<file path="src/rtl/matmul_seq_pkg.sv">
// Shared types and constants for the matrix-multiply job sequencer.
package matmul_seq_pkg;

  // Sequencer FSM states
  typedef enum logic [2:0] {
    ST_IDLE   = 3'd0,
    ST_LOAD_A = 3'd1,
    ST_LOAD_B = 3'd2,
    ST_RUN    = 3'd3,
    ST_RD_REQ = 3'd4,
    ST_RD_RSP = 3'd5
  } seq_state_e;

  // Words per 4x4 matrix (four 8-bit elements packed per word)
  localparam int SEQ_NWORDS  = 4;
  // Default watchdog limit in RUN, in cycles
  localparam int SEQ_TIMEOUT = 255;

  // A, B and C each live in their own RAM starting at these addresses
  localparam int A_BASE_ADDR = 0;
  localparam int B_BASE_ADDR = 0;
  localparam int C_BASE_ADDR = 0;

endpackage

</file>
<file path="src/rtl/matmul_watchdog.sv">
// Cycle watchdog: counts enabled cycles since the last clear and flags
// the cycle in which the count reaches TIMEOUT.
module matmul_watchdog #(
  parameter int TIMEOUT = 255
) (
  input  logic clk,
  input  logic reset,
  input  logic clear,
  input  logic enable,
  output logic expired
);

  localparam int CW = $clog2(TIMEOUT + 1);

  logic [CW-1:0] count_reg;

  // Count enabled cycles, saturating at TIMEOUT; clear has priority
  always_ff @(posedge clk) begin
    if (reset || clear) begin
      count_reg <= '0;
    end else if (enable && (count_reg != CW'(TIMEOUT))) begin
      count_reg <= count_reg + CW'(1);
    end
  end

  // The current enabled cycle is the TIMEOUT-th one since clear
  assign expired = enable && (count_reg == CW'(TIMEOUT - 1));

endmodule

</file>
<file path="src/rtl/matmul_job_sequencer.sv">
// Runs one 4x4 matrix-multiply job: loads A and B from the host stream into
// the operand RAMs, starts the engine under a watchdog, then streams C back.
// The RAM programming port is only released to the engine while in RUN.
module matmul_job_sequencer
  import matmul_seq_pkg::*;
#(
  parameter int DW      = 32,
  parameter int AW      = 7,
  parameter int NWORDS  = SEQ_NWORDS,
  parameter int TIMEOUT = SEQ_TIMEOUT
) (
  input  logic          clk,
  input  logic          reset,
  input  logic          cmd_go,
  output logic          busy,
  input  logic [DW-1:0] in_data,
  input  logic          in_valid,
  output logic          in_ready,
  output logic [AW-1:0] mem_addr,
  output logic [DW-1:0] mem_wdata,
  output logic          we_a,
  output logic          we_b,
  output logic          enable_writing_to_mem,
  output logic          enable_reading_from_mem,
  input  logic [DW-1:0] mem_rdata,
  output logic          start_mat_mul,
  input  logic          done_mat_mul,
  output logic [DW-1:0] out_data,
  output logic          out_valid,
  input  logic          out_ready,
  output logic          job_done,
  output logic          err_timeout
);

  localparam logic [AW-1:0] LAST_CNT = AW'(NWORDS - 1);
  localparam logic [AW-1:0] A_BASE   = AW'(A_BASE_ADDR);
  localparam logic [AW-1:0] B_BASE   = AW'(B_BASE_ADDR);
  localparam logic [AW-1:0] C_BASE   = AW'(C_BASE_ADDR);

  seq_state_e    state_reg, state_next;
  logic [AW-1:0] cnt_reg, cnt_next;
  logic          err_timeout_reg, err_timeout_next;
  logic          rsp_first_reg;
  logic [DW-1:0] out_data_reg;
  logic          wdog_clear;
  logic          wdog_enable;
  logic          wdog_expired;

  // The watchdog only runs in RUN and restarts from zero on every entry
  assign wdog_enable = (state_reg == ST_RUN);
  assign wdog_clear  = (state_reg != ST_RUN);

  matmul_watchdog #(
    .TIMEOUT (TIMEOUT)
  ) u_watchdog (
    .clk     (clk),
    .reset   (reset),
    .clear   (wdog_clear),
    .enable  (wdog_enable),
    .expired (wdog_expired)
  );

  // State, word counter and sticky timeout flag
  always_ff @(posedge clk) begin
    if (reset) begin
      state_reg       <= ST_IDLE;
      cnt_reg         <= '0;
      err_timeout_reg <= 1'b0;
    end else begin
      state_reg       <= state_next;
      cnt_reg         <= cnt_next;
      err_timeout_reg <= err_timeout_next;
    end
  end

  // C read-back holding register: RAM data is presented directly in the
  // first RD_RSP cycle and latched so it stays stable under backpressure
  always_ff @(posedge clk) begin
    if (reset) begin
      rsp_first_reg <= 1'b0;
      out_data_reg  <= '0;
    end else begin
      rsp_first_reg <= (state_reg == ST_RD_REQ);
      if (rsp_first_reg) begin
        out_data_reg <= mem_rdata;
      end
    end
  end

  assign out_data    = rsp_first_reg ? mem_rdata : out_data_reg;
  assign busy        = (state_reg != ST_IDLE);
  assign err_timeout = err_timeout_reg;

  // Next-state logic and all decoded port-control outputs
  always_comb begin
    state_next              = state_reg;
    cnt_next                = cnt_reg;
    err_timeout_next        = err_timeout_reg;
    in_ready                = 1'b0;
    mem_addr                = '0;
    mem_wdata               = '0;
    we_a                    = 1'b0;
    we_b                    = 1'b0;
    enable_writing_to_mem   = 1'b0;
    enable_reading_from_mem = 1'b0;
    start_mat_mul           = 1'b0;
    out_valid               = 1'b0;
    job_done                = 1'b0;

    case (state_reg)
      ST_IDLE: begin
        if (cmd_go) begin
          err_timeout_next = 1'b0;
          cnt_next         = '0;
          state_next       = ST_LOAD_A;
        end
      end

      ST_LOAD_A: begin
        in_ready              = 1'b1;
        enable_writing_to_mem = 1'b1;
        mem_addr              = A_BASE + cnt_reg;
        if (in_valid) begin
          we_a      = 1'b1;
          mem_wdata = in_data;
          if (cnt_reg == LAST_CNT) begin
            cnt_next   = '0;
            state_next = ST_LOAD_B;
          end else begin
            cnt_next = cnt_reg + AW'(1);
          end
        end
      end

      ST_LOAD_B: begin
        in_ready              = 1'b1;
        enable_writing_to_mem = 1'b1;
        mem_addr              = B_BASE + cnt_reg;
        if (in_valid) begin
          we_b      = 1'b1;
          mem_wdata = in_data;
          if (cnt_reg == LAST_CNT) begin
            cnt_next   = '0;
            state_next = ST_RUN;
          end else begin
            cnt_next = cnt_reg + AW'(1);
          end
        end
      end

      ST_RUN: begin
        start_mat_mul = 1'b1;
        // A completion in the very cycle the watchdog expires still counts
        if (done_mat_mul) begin
          cnt_next   = '0;
          state_next = ST_RD_REQ;
        end else if (wdog_expired) begin
          err_timeout_next = 1'b1;
          state_next       = ST_IDLE;
        end
      end

      ST_RD_REQ: begin
        enable_reading_from_mem = 1'b1;
        mem_addr                = C_BASE + cnt_reg;
        state_next              = ST_RD_RSP;
      end

      ST_RD_RSP: begin
        // Keep the address up so the RAM keeps returning the same word
        enable_reading_from_mem = 1'b1;
        mem_addr                = C_BASE + cnt_reg;
        out_valid               = 1'b1;
        if (out_ready) begin
          if (cnt_reg == LAST_CNT) begin
            job_done   = 1'b1;
            cnt_next   = '0;
            state_next = ST_IDLE;
          end else begin
            cnt_next   = cnt_reg + AW'(1);
            state_next = ST_RD_REQ;
          end
        end
      end

      default: begin
        state_next = ST_IDLE;
      end
    endcase
  end

endmodule

</file>
<file path="config.mk">
export PLATFORM = sky130hd
export DESIGN_NAME = matmul_job_sequencer
export DESIGN_NICKNAME = d
export VERILOG_FILES = /design/src/rtl/matmul_seq_pkg.sv /design/src/rtl/matmul_watchdog.sv /design/src/rtl/matmul_job_sequencer.sv
export SDC_FILE = /design/constraint.sdc
export NUM_CORES = 1
export LEC_CHECK = 0
export BUFFER_PORTS_ARGS = -buffer_cell sky130_fd_sc_hd__buf_2
export CORE_MARGIN = 2
export CORE_UTILIZATION = 45
export DETAILED_ROUTE_END_ITERATION = 12
export PLACE_DENSITY = 0.81
export SLEW_MARGIN = 5
export SYNTH_ARGS = -nofsm -noshare
export SYNTH_HDL_FRONTEND = slang
export SYNTH_HIERARCHICAL = 1
export SYNTH_SLANG_ARGS = --single-unit
</file>
<file path="constraint.sdc">
create_clock -name clk -period 2.41 [get_ports clk]
set_input_delay 0.1205 -clock clk [delete_from_list [all_inputs] [get_ports clk]]
set_output_delay 0.1205 -clock clk [all_outputs]
set_load 0.02 [all_outputs]
</file>
==> out/metrics.cfg, run 1 <==
[detailed_routing]
detail_route.wl_per_cell_um=13.1
drt_iter0_drc=76
via_per_inst=5.15
drt-pass1-iter-count=4
ant_nets=0
drt-total-wl_um=6720
drc=0
via_count=2636

[clocking]
clock-sinks=52
ctsHoldBuffers=0
htree_num_levels=2
cts_resized=0
cts_tree=built
cts_max_path_buffers=2
clkTransAtPathRegs_ps=90
cts-root-buf=clkbuf_8
post_cts_buffers=0
cts-buffers-inserted=5
clkLatencyLatePin_ps=300

[floorplanning]
initial_core_util=0.464
die-area_mm2=0.00675
pin_count=151
die_height_um=82.2
coreArea_mm2=0.00592
floorplan.rows=28
die_w_um=82.2

[grt]
grt_busiest_layer=met2
grt_pass1_wl_um=10000
grt_pass1_vias=2331
grt.total_usage=0.190
met2_usage=0.336
grt_use_met3=0.0435
grt_max_degree=37
grt.overflow.total=0
antenna_found_initial=0
grt_util_met1=0.221

[setup_path]
critPathMaxFanout=34
r2r_slack_ps=420
max_stage_delay_ps=520
required_ps=2290
worstPathArrival_ps=1970
crit_buf_inv=2
crit_type=flop to output pin
crit_family=flip-flops
worstSetupStartpointType=flop
crit_slowest_cell=dfxtp_1
end_kind=output pin
rr_startpoint=state_reg[1]
worstPathCellList=nand2b_1 > a21oi_1 > buf_4 > and3_1 > buf_2
startpoint=state_reg[0]

[timing]
final-max-slew-violation-count=0
finClkSkew_ps=6.75
min_period_ps=2090
hold_viol_final=0
slew_headroom=0.707
clock.fmax_mhz=478
rsz0062_at_grt=false
finalSetupTns_ps=0
tightest_slew_ps=439
min_period_over_period=0.869
setup_viol=0

[logic_synthesis]
synth_nets=368
syn_inst=295
ys_seq_area_frac=0.379
synth_area_leaders=dfxtp_1 (38%), mux2_2 (11%), nor2b_1 (8.0%), and3_1 (7.7%), a211oi_1 (2.5%)
synth_top_area_frac=0.379
synth-seq-cells=52
postSynthAreaPerCell_um2=9.32
yosysUniqueCellTypes=46
yosysTopAreaCell=dfxtp_1
ys_warn_count=6
netlist_area_mm2=0.00275

[layout]
fill_cells=509
area_delta_synth_final_pct=31.5
largest_reg_flops=32
layout-drive-gt1-share=0.449
final_nets=509
n_antenna_cell=0
finalInstanceArea_mm2=0.00362

[worst_hold_path]
worstHoldStart=cmd_go
hold_class=primary input to flop

[pwr]
ir_worst_vdd_mv=0.228
power_density_mw_per_mm2=427
leakagePower_nw=1.89

[placed_design]
place_area_mm2=0.00353
dp_hpwl_um=5190
port_buffers=150
gp_congestion=0.840

[run_status]
status=finished, final reports clean

[flow_run]
drv_cap=0

[where the power goes]
group          internal [mW]  total [mW]  switching [mW]
Combinational         0.0862       0.198           0.112
Clock                  0.207       0.482           0.275
Sequential             0.861       0.866         0.00472
[final cells by class]
class,instances,area (um^2),area share
multi-input combinational,211,1570,0.433
sequential,52,1040,0.288
timing repair buffer,154,781,0.216
tap,75,93.8,0.0259
clock buffer,6,72.6,0.0201
inverter,12,45.0,0.0125
clock inverter,2,16.3,0.00450
[placed cells by master, fill, tap and decap left out, types with 2 or more instances in the layout]
cell type	count
a211oi_1	9
a21oi_1	11
a31oi_1	2
and2_1	9
and3_1	34
and4_4	2
buf_2	150
buf_4	4
clkbuf_8	5
dfxtp_1	52
ha_1	3
inv_1	12
mux2_1	6
mux2_2	26
mux2i_1	5
nand2_1	8
nand2b_1	5
nand3_1	4
nand3_2	2
nand4_1	2
nor2_1	4
nor2b_1	35
nor3_1	7
nor4_1	2
o21a_1	2
o21ai_0	3
o32ai_1	5
or3_1	8
[cells in the mapped netlist (all sizes together)]
cell type,count
a31oi,2
ha,3
a21o,1
or4b,1
a211oi,9
or2,1
nor3b,1
a21oi,11
o32ai,5
and3,34
or2b,1
nor2b,35
nor3,7
a31o,1
o21a,2
nand2,8
o21ai,4
dfxtp,52
and4,2
a22o,1
o31a,1
or3b,2
inv,12
nor2,4
and2,9
mux2,32
nand4bb,1
nand3b,1
nand2b,5
a2111oi,1
mux2i,5
nor4,2
nand4,2
a211o,1
buf,8
or3,8
nand3,6
o31ai,1
a22oi,1
clkbuf,12
[path summary, 6_finish.rpt]
kind / cells after the start / endpoint
max: 5 / mem_wdata[14]
min reg2reg: 2 / cnt_reg[6]
min: 2 / err_timeout
max reg2reg: 7 / state_reg[0]
[stage by stage]
step / instances / hold WS, ps / util / power, mW / setup slack, ps
after global placement: 504 / 329 / 0.596 / 1.08 / 546
after floorplan: 295 / 217 / - / 0.994 / 535
final: 512 / 25.6 / 0.611 / 1.55 / 316
after global routing: 512 / 23.6 / 0.611 / 1.63 / 77.1
after CTS: 512 / 17.6 / 0.611 / 1.57 / 304
after detailed placement: 504 / 341 / 0.596 / 1.08 / 446
[routing by layer]
metal  part of all wire  wire length, um
met1               0.41             2740
met2               0.48             3210
met3               0.10              688
met4              0.013               86
met5                  0                0
[worst reg2reg max path, stage by stage, from the launching register on]
cell and delay (ps):
dfxtp_1 530, nand3b_1 240, inv_1 270, nand2_1 80
nor3_1 260, nor3_1 120, a211o_1 230, o21a_1 160
[kinds of logic (layout without fill, tap and decap cells)]
kind of cell    count (synthesis)  count (layout)  share of synthesized area
buf+inv                        32             174                     0.0514
simple gates                  130             130                      0.293
mux                            37              37                      0.149
compound gates                 41              41                      0.114
fa+ha+maj                       3               3                     0.0137
flops                          52              52                      0.379
No activity file was read; power rests on OpenSTA's default activity.
==> inputs of run 2 (changes only) <==
- ABC_CLOCK_PERIOD_IN_PS: not set -> 2410
- CORE_UTILIZATION: 45 -> 35
- PLACE_DENSITY: 0.81 -> not set
- PLACE_DENSITY_LB_ADDON: not set -> 0.3
==> run 2 against run 1 <==
Effect of this change: clock skew is 1.3 ps lower; critical path depth stayed put; clock-buffer cell count is 1 lower; via count is 1.7% higher; combinational power hardly changed; global-route usage is 3.5 points lower; flip-flop and latch count stayed put; critical endpoint is now mem_wdata[19].
==> out/metrics.cfg, run 2 (same netlist as run 1, synthesis figures left out) <==
[layout]
largest_reg_flops=32
n_antenna_cell=0
area_delta_synth_final_pct=34.2
layout-drive-gt1-share=0.452
layout_common_cells=buf_2 (150), dfxtp_1 (52), nor2b_1 (35), and3_1 (34), mux2_2 (26)
final_common_cell=buf_2
final_nets=510

[pwr]
finalPower_mw=1.67
p_sw_mw=0.413
leakagePower_nw=1.90
power_density_mw_per_mm2=454
ir_worst_vdd_mv=0.213
combPwrFrac=0.119
internal_power_mw=1.26
p_clk_frac=0.364
sw_frac_of_total=0.247
seqPwrFrac=0.517

[placed_design]
gp_congestion=0.811
dp_hpwl_um=5210
port_buffers=150

[timing]
finClkSkew_ps=5.45
final-max-slew-violation-count=0
min_period_over_period=0.864
tightest_slew_ps=447
finalSetupTns_ps=0
clock.fmax_mhz=480
hold_viol_final=0
slew_headroom=0.702
setup_viol=0
min_period_ps=2080
rsz0062_at_grt=false

[setup_path]
worstPathCellList=nand2b_1 > a21oi_2 > buf_4 > and3_1 > buf_2
crit_slowest_cell=dfxtp_1
worstPathArrival_ps=1960
max_stage_delay_ps=520
end_kind=output pin
crit_type=flop to output pin
critPathMaxFanout=34
crit_family=flip-flops
required_ps=2290
worstSetupStartpointType=flop
crit_buf_inv=2
r2r_slack_ps=420

[clocking]
cts_tree=built
clkLatencyLatePin_ps=300
clkTransAtPathRegs_ps=100
cts_max_path_buffers=2
cts_resized=0
cts-root-buf=clkbuf_8
htree_num_levels=2
cts-buffers-inserted=5
clock-sinks=52

[floorplanning]
pin_count=151
initial_core_util=0.358
die_height_um=92.6
die_w_um=92.6
floorplan.rows=32
coreArea_mm2=0.00769
die-area_mm2=0.00858

[detailed_routing]
detail_route.wl_per_cell_um=12.7
ant_nets=0
drt_iter0_drc=76
drt-total-wl_um=6850
drt-pass1-iter-count=4
via_per_inst=4.97
drc=0
via_count=2682

[run_status]
status=finished, final reports clean

[grt]
grt.overflow.total=0
grt_pass1_wl_um=11000
grt.total_usage=0.155
grt_pass1_vias=2424
grt_max_degree=37
antenna_found_initial=0

[flow_run]
drv_cap=0

[worst_hold_path]
hold_class=primary input to flop

## run 2: path summary, 6_finish.rpt
check	startpoint	cells past startpoint	endpoint
setup / recovery	state_reg[0]	5	mem_wdata[19]
hold / removal	done_mat_mul	3	state_reg[2]
setup reg to reg	state_reg[0]	7	state_reg[0]
hold reg to reg	cnt_reg[6]	2	cnt_reg[6]
## run 2: final cells by class
| type | instances | area, um^2 |
|---|---|---|
| clock buffers | 5 | 68.8 |
| clock inverters | 3 | 46.3 |
| fillers | 771 | 4000 |
| inverters | 12 | 45.0 |
| multi-input cells | 211 | 1570 |
| flip-flops and latches | 52 | 1040 |
| well taps | 102 | 128 |
| repair buffers | 155 | 791 |
## run 2: layer usage
layer	part of all wire	routed length, um	vias to the layer above	GRT usage
li1	-	-	1332	-
met1	0.42	2910	1198	0.182
met2	0.46	3120	141	0.272
met3	0.10	714	11	0.0464
met4	0.016	109	0	0.0502
met5	0	0	-	0
## run 2: timing repair
item | in CTS | in global routing
hold endpoints to repair | 1 | 0
setup endpoints to repair | 0 | 0
hold buffers | 1 | 0
setup buffers | 0 | 0
## run 2: stage by stage
stage	setup slack, ps	hold slack [ps]	area, um^2	utilization	instances
after floorplan	535	217	2750	-	295
after global placement	529	332	3570	0.464	531
after detailed placement	441	332	3570	0.464	531
after CTS	317	119	3690	0.480	540
after global routing	184	144	3690	0.480	540
final	329	134	3690	0.480	540
## run 2: worst min-delay path: cells and delay by family
kind | cells | cell delay (ps)
AO/OA/AOI/OAI | 1 | 70
buffers and inverters | 1 | 120
AND/OR/NAND/NOR | 1 | 70
## run 2: power groups by stage
stage               registers, mW  logic (mW)  clock network, mW
floorplan                   0.883       0.111                  0
global placement            0.885       0.195                  0
detailed placement          0.886       0.199                  0
CTS                         0.866       0.201              0.635
global route                0.867       0.220              0.675
finish                      0.866       0.200              0.609
